### config.mk
export PLATFORM = sky130hd
export DESIGN_NAME = cdb_wb_arbiter
export DESIGN_NICKNAME = d
export VERILOG_FILES = /design/src/rtl/cdb_wb_arbiter_pkg.sv /design/src/rtl/cdb_wb_arbiter_rr_arbiter.sv /design/src/rtl/cdb_wb_arbiter.sv
export SDC_FILE = /design/constraint.sdc
export NUM_CORES = 1
export LEC_CHECK = 0
export ABC_CLOCK_PERIOD_IN_PS = 7900
export BUFFER_PORTS_ARGS = -buffer_cell sky130_fd_sc_hd__buf_2
export CORE_MARGIN = 10
export CORE_UTILIZATION = 45
export CTS_BUF_LIST = sky130_fd_sc_hd__clkbuf_16
export DETAILED_ROUTE_END_ITERATION = 6
export GPL_TIMING_DRIVEN = 0
export MAX_ROUTING_LAYER = met4
export PLACE_DENSITY = 0.7
export SETUP_SLACK_MARGIN = 0.4
export SLEW_MARGIN = 20
export SYNTH_ARGS = -nofsm -noshare
export SYNTH_HDL_FRONTEND = slang
export SYNTH_SLANG_ARGS = --single-unit
### constraint.sdc
create_clock -name clk -period 7.9 [get_ports clk]
set_input_delay 0.79 -clock clk [delete_from_list [all_inputs] [get_ports clk]]
set_output_delay 0.79 -clock clk [all_outputs]
set_load 0.02 [all_outputs]
### src/rtl/cdb_wb_arbiter_pkg.sv
// Shared constants and packed types for the CDB / register-file write-back arbiter.
// Latency: n/a (types and constants only).
// Backpressure: n/a.
package cdb_wb_arbiter_pkg;

    localparam int FU_NUM    = 4;
    localparam int PRF_IDX_W = 6;
    localparam int ROB_IDX_W = 5;
    localparam int DATA_W    = 64;
    localparam int FU_IDX_W  = (FU_NUM > 1) ? $clog2(FU_NUM) : 1;

    // Destination index meaning "no architectural destination"; broadcast but never written.
    localparam logic [PRF_IDX_W-1:0] ZERO_PREG = '0;

    typedef struct packed {
        logic [PRF_IDX_W-1:0] preg;
        logic [ROB_IDX_W-1:0] rob;
        logic [DATA_W-1:0]    data;
    } fu_result_t;

    typedef struct packed {
        logic                 valid;
        logic [PRF_IDX_W-1:0] preg;
        logic [ROB_IDX_W-1:0] rob;
    } cdb_pkt_t;

    // Round-robin successor, wrapping at FU_NUM (FU_NUM need not be a power of two).
    function automatic logic [FU_IDX_W-1:0] rr_next(input logic [FU_IDX_W-1:0] idx);
        return (idx == FU_IDX_W'(FU_NUM - 1)) ? '0 : idx + 1'b1;
    endfunction

endpackage

### src/rtl/cdb_wb_arbiter_rr_arbiter.sv
// Round-robin arbiter: one-hot grant to the first requester at or after the pointer.
// Latency: grant is combinational; pointer updates at the edge after a grant.
// Backpressure: none; caller masks req to suppress grants (pointer then holds).
// Ports: clk/rst (sync, active-high); req[FU_NUM] in; gnt[FU_NUM] one-hot, gnt_idx, gnt_vld out.
module cdb_wb_arbiter_rr_arbiter
    import cdb_wb_arbiter_pkg::*;
(
    input  logic                clk,
    input  logic                rst,
    input  logic [FU_NUM-1:0]   req,
    output logic [FU_NUM-1:0]   gnt,
    output logic [FU_IDX_W-1:0] gnt_idx,
    output logic                gnt_vld
);

    logic [FU_IDX_W-1:0] rr_ptr_q;
    logic [FU_IDX_W:0]   pos;

    always_comb begin
        gnt     = '0;
        gnt_idx = '0;
        gnt_vld = 1'b0;
        pos     = '0;
        for (int k = 0; k < FU_NUM; k++) begin
            // Walk from the pointer, wrapping with a subtract rather than a modulo.
            pos = {1'b0, rr_ptr_q} + (FU_IDX_W+1)'(k);
            if (pos >= (FU_IDX_W+1)'(FU_NUM)) begin
                pos = pos - (FU_IDX_W+1)'(FU_NUM);
            end
            if (!gnt_vld && req[pos[FU_IDX_W-1:0]]) begin
                gnt_vld                 = 1'b1;
                gnt_idx                 = pos[FU_IDX_W-1:0];
                gnt[pos[FU_IDX_W-1:0]]  = 1'b1;
            end
        end
    end

    always_ff @(posedge clk) begin
        if (rst) begin
            rr_ptr_q <= '0;
        end else if (gnt_vld) begin
            rr_ptr_q <= rr_next(gnt_idx);
        end
    end

endmodule

### src/rtl/cdb_wb_arbiter.sv
// Collects FU results into one-entry buffers and retires one per cycle round-robin to PRF write + CDB.
// Latency: 2 cycles accept-to-output; 1 cycle when CDB_WB_BYPASS_EN is defined and the arrival wins.
// Backpressure: fu_ready_o[i] = buffer empty or being granted this cycle; flush drops everything.
// Ports: clk, rst (sync, active-high), flush_i; per-FU valid/preg/rob/data in, fu_ready_o out;
//        prf_wr_en/idx/data and cdb_valid/preg/rob outputs, all registered.
// Optional macro: CDB_WB_BYPASS_EN (an arriving result competes in the same cycle as buffers).
module cdb_wb_arbiter
    import cdb_wb_arbiter_pkg::*;
(
    input  logic                             clk,
    input  logic                             rst,
    input  logic                             flush_i,
    input  logic [FU_NUM-1:0]                fu_valid_i,
    input  logic [FU_NUM-1:0][PRF_IDX_W-1:0] fu_preg_idx_i,
    input  logic [FU_NUM-1:0][ROB_IDX_W-1:0] fu_rob_idx_i,
    input  logic [FU_NUM-1:0][DATA_W-1:0]    fu_data_i,
    output logic [FU_NUM-1:0]                fu_ready_o,
    output logic                             prf_wr_en_o,
    output logic [PRF_IDX_W-1:0]             prf_wr_idx_o,
    output logic [DATA_W-1:0]                prf_wr_data_o,
    output logic                             cdb_valid_o,
    output logic [PRF_IDX_W-1:0]             cdb_preg_idx_o,
    output logic [ROB_IDX_W-1:0]             cdb_rob_idx_o
);

    fu_result_t [FU_NUM-1:0] buf_q;
    logic       [FU_NUM-1:0] buf_vld_q;

    fu_result_t [FU_NUM-1:0] in_res;
    fu_result_t [FU_NUM-1:0] cand;
    fu_result_t              sel;
    logic       [FU_NUM-1:0] req;
    logic       [FU_NUM-1:0] gnt;
    logic       [FU_IDX_W-1:0] gnt_idx;
    logic                    gnt_vld;
    logic       [FU_NUM-1:0] xfer;
    logic       [FU_NUM-1:0] byp_win;
    logic       [FU_NUM-1:0] load;

    cdb_pkt_t                cdb_q;
    logic                    wr_en_q;
    logic       [DATA_W-1:0] wr_data_q;

    always_comb begin
        in_res = '0;
        cand   = '0;
        req    = '0;
        for (int i = 0; i < FU_NUM; i++) begin
            in_res[i] = '{preg: fu_preg_idx_i[i], rob: fu_rob_idx_i[i], data: fu_data_i[i]};
`ifdef CDB_WB_BYPASS_EN
            // A buffered entry always represents its FU first so per-FU order is preserved;
            // an empty buffer lets the new arrival compete directly.
            req[i]  = buf_vld_q[i] | fu_valid_i[i];
            cand[i] = buf_vld_q[i] ? buf_q[i] : in_res[i];
`else
            req[i]  = buf_vld_q[i];
            cand[i] = buf_q[i];
`endif
        end
        if (flush_i) begin
            req = '0;
        end
    end

    cdb_wb_arbiter_rr_arbiter u_rr (
        .clk     (clk),
        .rst     (rst),
        .req     (req),
        .gnt     (gnt),
        .gnt_idx (gnt_idx),
        .gnt_vld (gnt_vld)
    );

    assign sel        = cand[gnt_idx];
    assign fu_ready_o = ~buf_vld_q | gnt;
    assign xfer       = fu_valid_i & fu_ready_o;

`ifdef CDB_WB_BYPASS_EN
    // Granted FU with an empty buffer means the arrival itself went out; do not also buffer it.
    assign byp_win = gnt & ~buf_vld_q;
`else
    assign byp_win = '0;
`endif

    assign load = xfer & ~byp_win & {FU_NUM{~flush_i}};

    always_ff @(posedge clk) begin
        if (rst || flush_i) begin
            buf_vld_q <= '0;
        end else begin
            // Grant+load reloads, grant alone empties, load alone fills.
            buf_vld_q <= load | (buf_vld_q & ~gnt);
        end
    end

    always_ff @(posedge clk) begin
        for (int i = 0; i < FU_NUM; i++) begin
            if (load[i]) begin
                buf_q[i] <= in_res[i];
            end
        end
    end

    always_ff @(posedge clk) begin
        if (rst) begin
            cdb_q     <= '0;
            wr_en_q   <= 1'b0;
            wr_data_q <= '0;
        end else begin
            cdb_q.valid <= gnt_vld;
            cdb_q.preg  <= gnt_vld ? sel.preg : '0;
            cdb_q.rob   <= gnt_vld ? sel.rob  : '0;
            wr_data_q   <= gnt_vld ? sel.data : '0;
            wr_en_q     <= gnt_vld && (sel.preg != ZERO_PREG);
        end
    end

    assign cdb_valid_o    = cdb_q.valid;
    assign cdb_preg_idx_o = cdb_q.preg;
    assign cdb_rob_idx_o  = cdb_q.rob;
    assign prf_wr_en_o    = wr_en_q;
    assign prf_wr_idx_o   = cdb_q.preg;
    assign prf_wr_data_o  = wr_data_q;

endmodule

==> results.py <==
metrics = {
    "timing": {
        "period_minus_slack_ns": 4.442,
        "fmax_mhz": 225.1,
        "hold_slack_ns": 0.4394,
        "slew_headroom": 0.3621,
        "finalCritPeriodShare": 0.5623,
        "final_hold_viol_count": 0,
        "rsz0062_at_grt": "no",
        "tightestPinTransition_ns": 0.9569,
        "finalMaxSlewViolations": 0,
        "clock_skew_ns": 0.02140,
        "setup_viol": 0,
    },
    "critical_path": {
        "crit_arrival_ns": 4.66,
        "crit_top_cell": "buf_4",
        "end_kind": "register",
        "crit_type": "register to register",
        "max_stage_delay_ns": 0.55,
        "slowest_stage": "nor3b_2",
        "path_cells": "buf_4 > inv_2 > ha_1 > clkbuf_1 > nor3b_1 > a21oi_1 > or4_1 > o22ai_1 > a221oi_1 > nor3b_2 > buf_4 > buf_4 > buf_4 > buf_4 > buf_6",
        "cp.buffers_inverters": 8,
        "crit_family": "buffers and inverters",
        "cp_max_fo": 9,
        "start_kind": "register",
        "cp.required_ns": 8.12,
    },
    "yosys": {
        "synth-seq-cells": 383,
        "netlist_top_cells_count": "300 x edfxtp_1, 83 x dfxtp_1, 76 x and2_1, 75 x mux4_2, 14 x clkbuf_1",
        "synth_top_cell_by_area": "edfxtp_1",
        "synth_flop_cell": "edfxtp_1",
        "yosysUniqueCellTypes": 42,
        "synth_nets": 966,
        "ys_seq_area_frac": 0.7792,
        "synthesis.area_um2": 13690,
        "async_flop_share": 0,
        "synth_edf_count": 300,
        "avgSynthCellArea_um2": 21.03,
        "yosysMostFrequentCell": "edfxtp_1",
        "synth_area_leaders": "edfxtp_1 66%, mux4_2 12%, dfxtp_1 12%",
        "ys_warn_count": 0,
        "syn_inst": 651,
        "synth_top_area_share": 0.6579,
    },
    "floorplanning": {
        "die_w_um": 194.4,
        "ioPinCount": 394,
        "core_um2": 29800,
        "num_rows": 63,
        "dieHeight_um": 194.4,
        "initial_core_util": 0.4596,
        "dieArea_um2": 37810,
    },
    "clock_network": {
        "cts.sinks": 383,
        "clock_latency_ns": 0.52,
        "ctsHoldBuffers": 0,
        "cts_buffers": 40,
        "cts_tree": "done",
        "htree_levels": 2,
        "cts_resized": 0,
        "clk_pin_slew_worst_paths_ns": 0.06,
        "clock_path_buffers": 3,
        "cts_setup_buffers": 0,
        "root_buffer": "clkbuf_16",
    },
    "global_routing": {
        "grt_use_total": 0.1920,
        "use_met1": 0.2186,
        "antenna_found_initial": 13,
        "grt_pass1_vias": 8738,
        "grt_max_degree": 15,
        "grt_util_met2": 0.3308,
        "grt_pass1_wl_mm": 54.10,
        "grt-ovfl-total": 0,
        "grtUsageMet3": 0.04767,
        "busiest_layer": "met2",
    },
    "cells_and_area": {
        "final_util": 0.5946,
        "drive_gt1_frac": 0.5112,
        "areaGrowthSynthToFinish_pct": 29.38,
        "finalNetCount": 1442,
    },
    "status": {
        "status": "complete, no violations",
    },
    "place": {
        "place_congestion": 0.8246,
        "hpwl_mm": 28.18,
        "numPortBuffers": 393,
    },
    "power": {
        "p_leak_nw": 7.006,
        "power_density_nw_per_um2": 253.8,
        "vdd_drop_max_uv": 213.3,
    },
    "hold_path": {
        "worstHoldPathType": "input pin to register",
    },
    "routing": {
        "drcViolationCount": 0,
        "firstDrtPassIters": 5,
        "routed_wl_mm": 36.18,
        "antenna_left": 0,
        "vias_per_cell": 4.985,
        "vias": 7786,
        "drtIter0Drc": 349,
        "wl_per_cell_um": 23.16,
    },
    "run": {
        "drv_cap": 0,
    },
}
==> metal layers <==
metal  routed length (um)  vias to the layer above
met2                19160                      319
li1                     -                     3552
met5                    0                        -
met1                13810                     3864
met4                  739                        0
met3                 2474                       51
==> layout by cell type (no fill, tap or decap), types with 3 or more instances in the layout <==
master,synthesis,layout
clkbuf_16,0,40
edfxtp_1,300,300
a221oi_1,4,4
a21oi_1,4,4
clkinv_1,0,16
nor3b_2,0,4
mux2i_1,4,4
nand2_1,3,3
or4_1,3,3
clkinv_2,0,7
a221o_1,4,4
o21a_1,4,4
mux4_2,75,75
and2_1,76,76
buf_4,11,46
inv_1,9,15
nor2_1,6,6
diode_2,0,14
clkbuf_1,14,14
buf_2,5,398
nor2b_1,3,3
buf_6,3,9
dfxtp_1,83,83
ha_1,8,8
==> worst reg2reg max path, delay by kind of cell (launching register included) <==
family | cells | cell delay (ns)
compound gates | 3 | 0.60
fa+ha+maj | 1 | 0.30
buf+inv | 8 | 1.63
flops | 1 | 0.43
simple gates | 3 | 1.19
==> layout make-up <==
| cell class | instances | area [um^2] |
|---|---|---|
| Fill cell | 2280 | 12080 |
| Multi-Input combinational cell | 224 | 2808 |
| Sequential cell | 383 | 10670 |
| Antenna cell | 14 | 35.03 |
| Tap cell | 390 | 488.0 |
| Timing Repair Buffer | 434 | 2297 |
| Clock inverter | 33 | 181.4 |
| Buffer | 34 | 197.7 |
| Inverter | 10 | 37.54 |
| Clock buffer | 40 | 1001 |
==> through the flow <==
stage                     setup TNS (ns)  worst slack [ns]  instance area [um^2]  power, mW  cells
after floorplan                  -113.93           -0.3798                 13690      2.666    651
after global placement          -1595.78            -5.487                 16150      2.859   1434
after detailed placement               0             3.483                 16500      2.862   1475
after CTS                              0             3.473                 17680      4.548   1548
after global routing                   0             3.176                 17710      4.674   1561
final                                  0             3.458                 17720      4.497   1562
==> power by group <==
| part | total, mW | switching [mW] | internal [mW] |
|---|---|---|---|
| sequential | 2.31 | 0.0302 | 2.28 |
| clock | 1.69 | 0.732 | 0.954 |
| combinational | 0.501 | 0.244 | 0.257 |
==> kinds of logic (layout without fill, tap and decap cells) <==
kind of cell	after synthesis	in the layout	synth area share
AOI/OAI and AO/OA	29	29	0.02074
DFF	383	383	0.7792
and+or+nand+nor	106	106	0.04779
muxes	80	80	0.1271
xor gates and xnor gates	1	1	0.0006397
adders and majority gates	8	8	0.007310
buffers and inverters	44	551	0.01718
other	0	14	0
==> flip-flops by register name, summed over array words and instances, names as in the netlist <==
register        cells
buf_q             300
prf_wr_data_o      64
cdb_preg_idx_o      6
cdb_rob_idx_o       5
buf_vld_q           4
u_rr.rr_ptr_q       2
cdb_valid_o         1
prf_wr_en_o         1
==> final timing paths <==
kind	slack (ns)	from	cells after the start	end
worst min register to register	0.65	u_rr.rr_ptr_q[1]	2	u_rr.rr_ptr_q[1]
worst min-delay path	0.44	fu_data_i[220]	1	buf_q[253]
worst max-delay path	3.46	u_rr.rr_ptr_q[0]	15	buf_q[27]
worst max register to register	3.46	u_rr.rr_ptr_q[0]	15	buf_q[27]
Power figures use the tool's default switching activity.
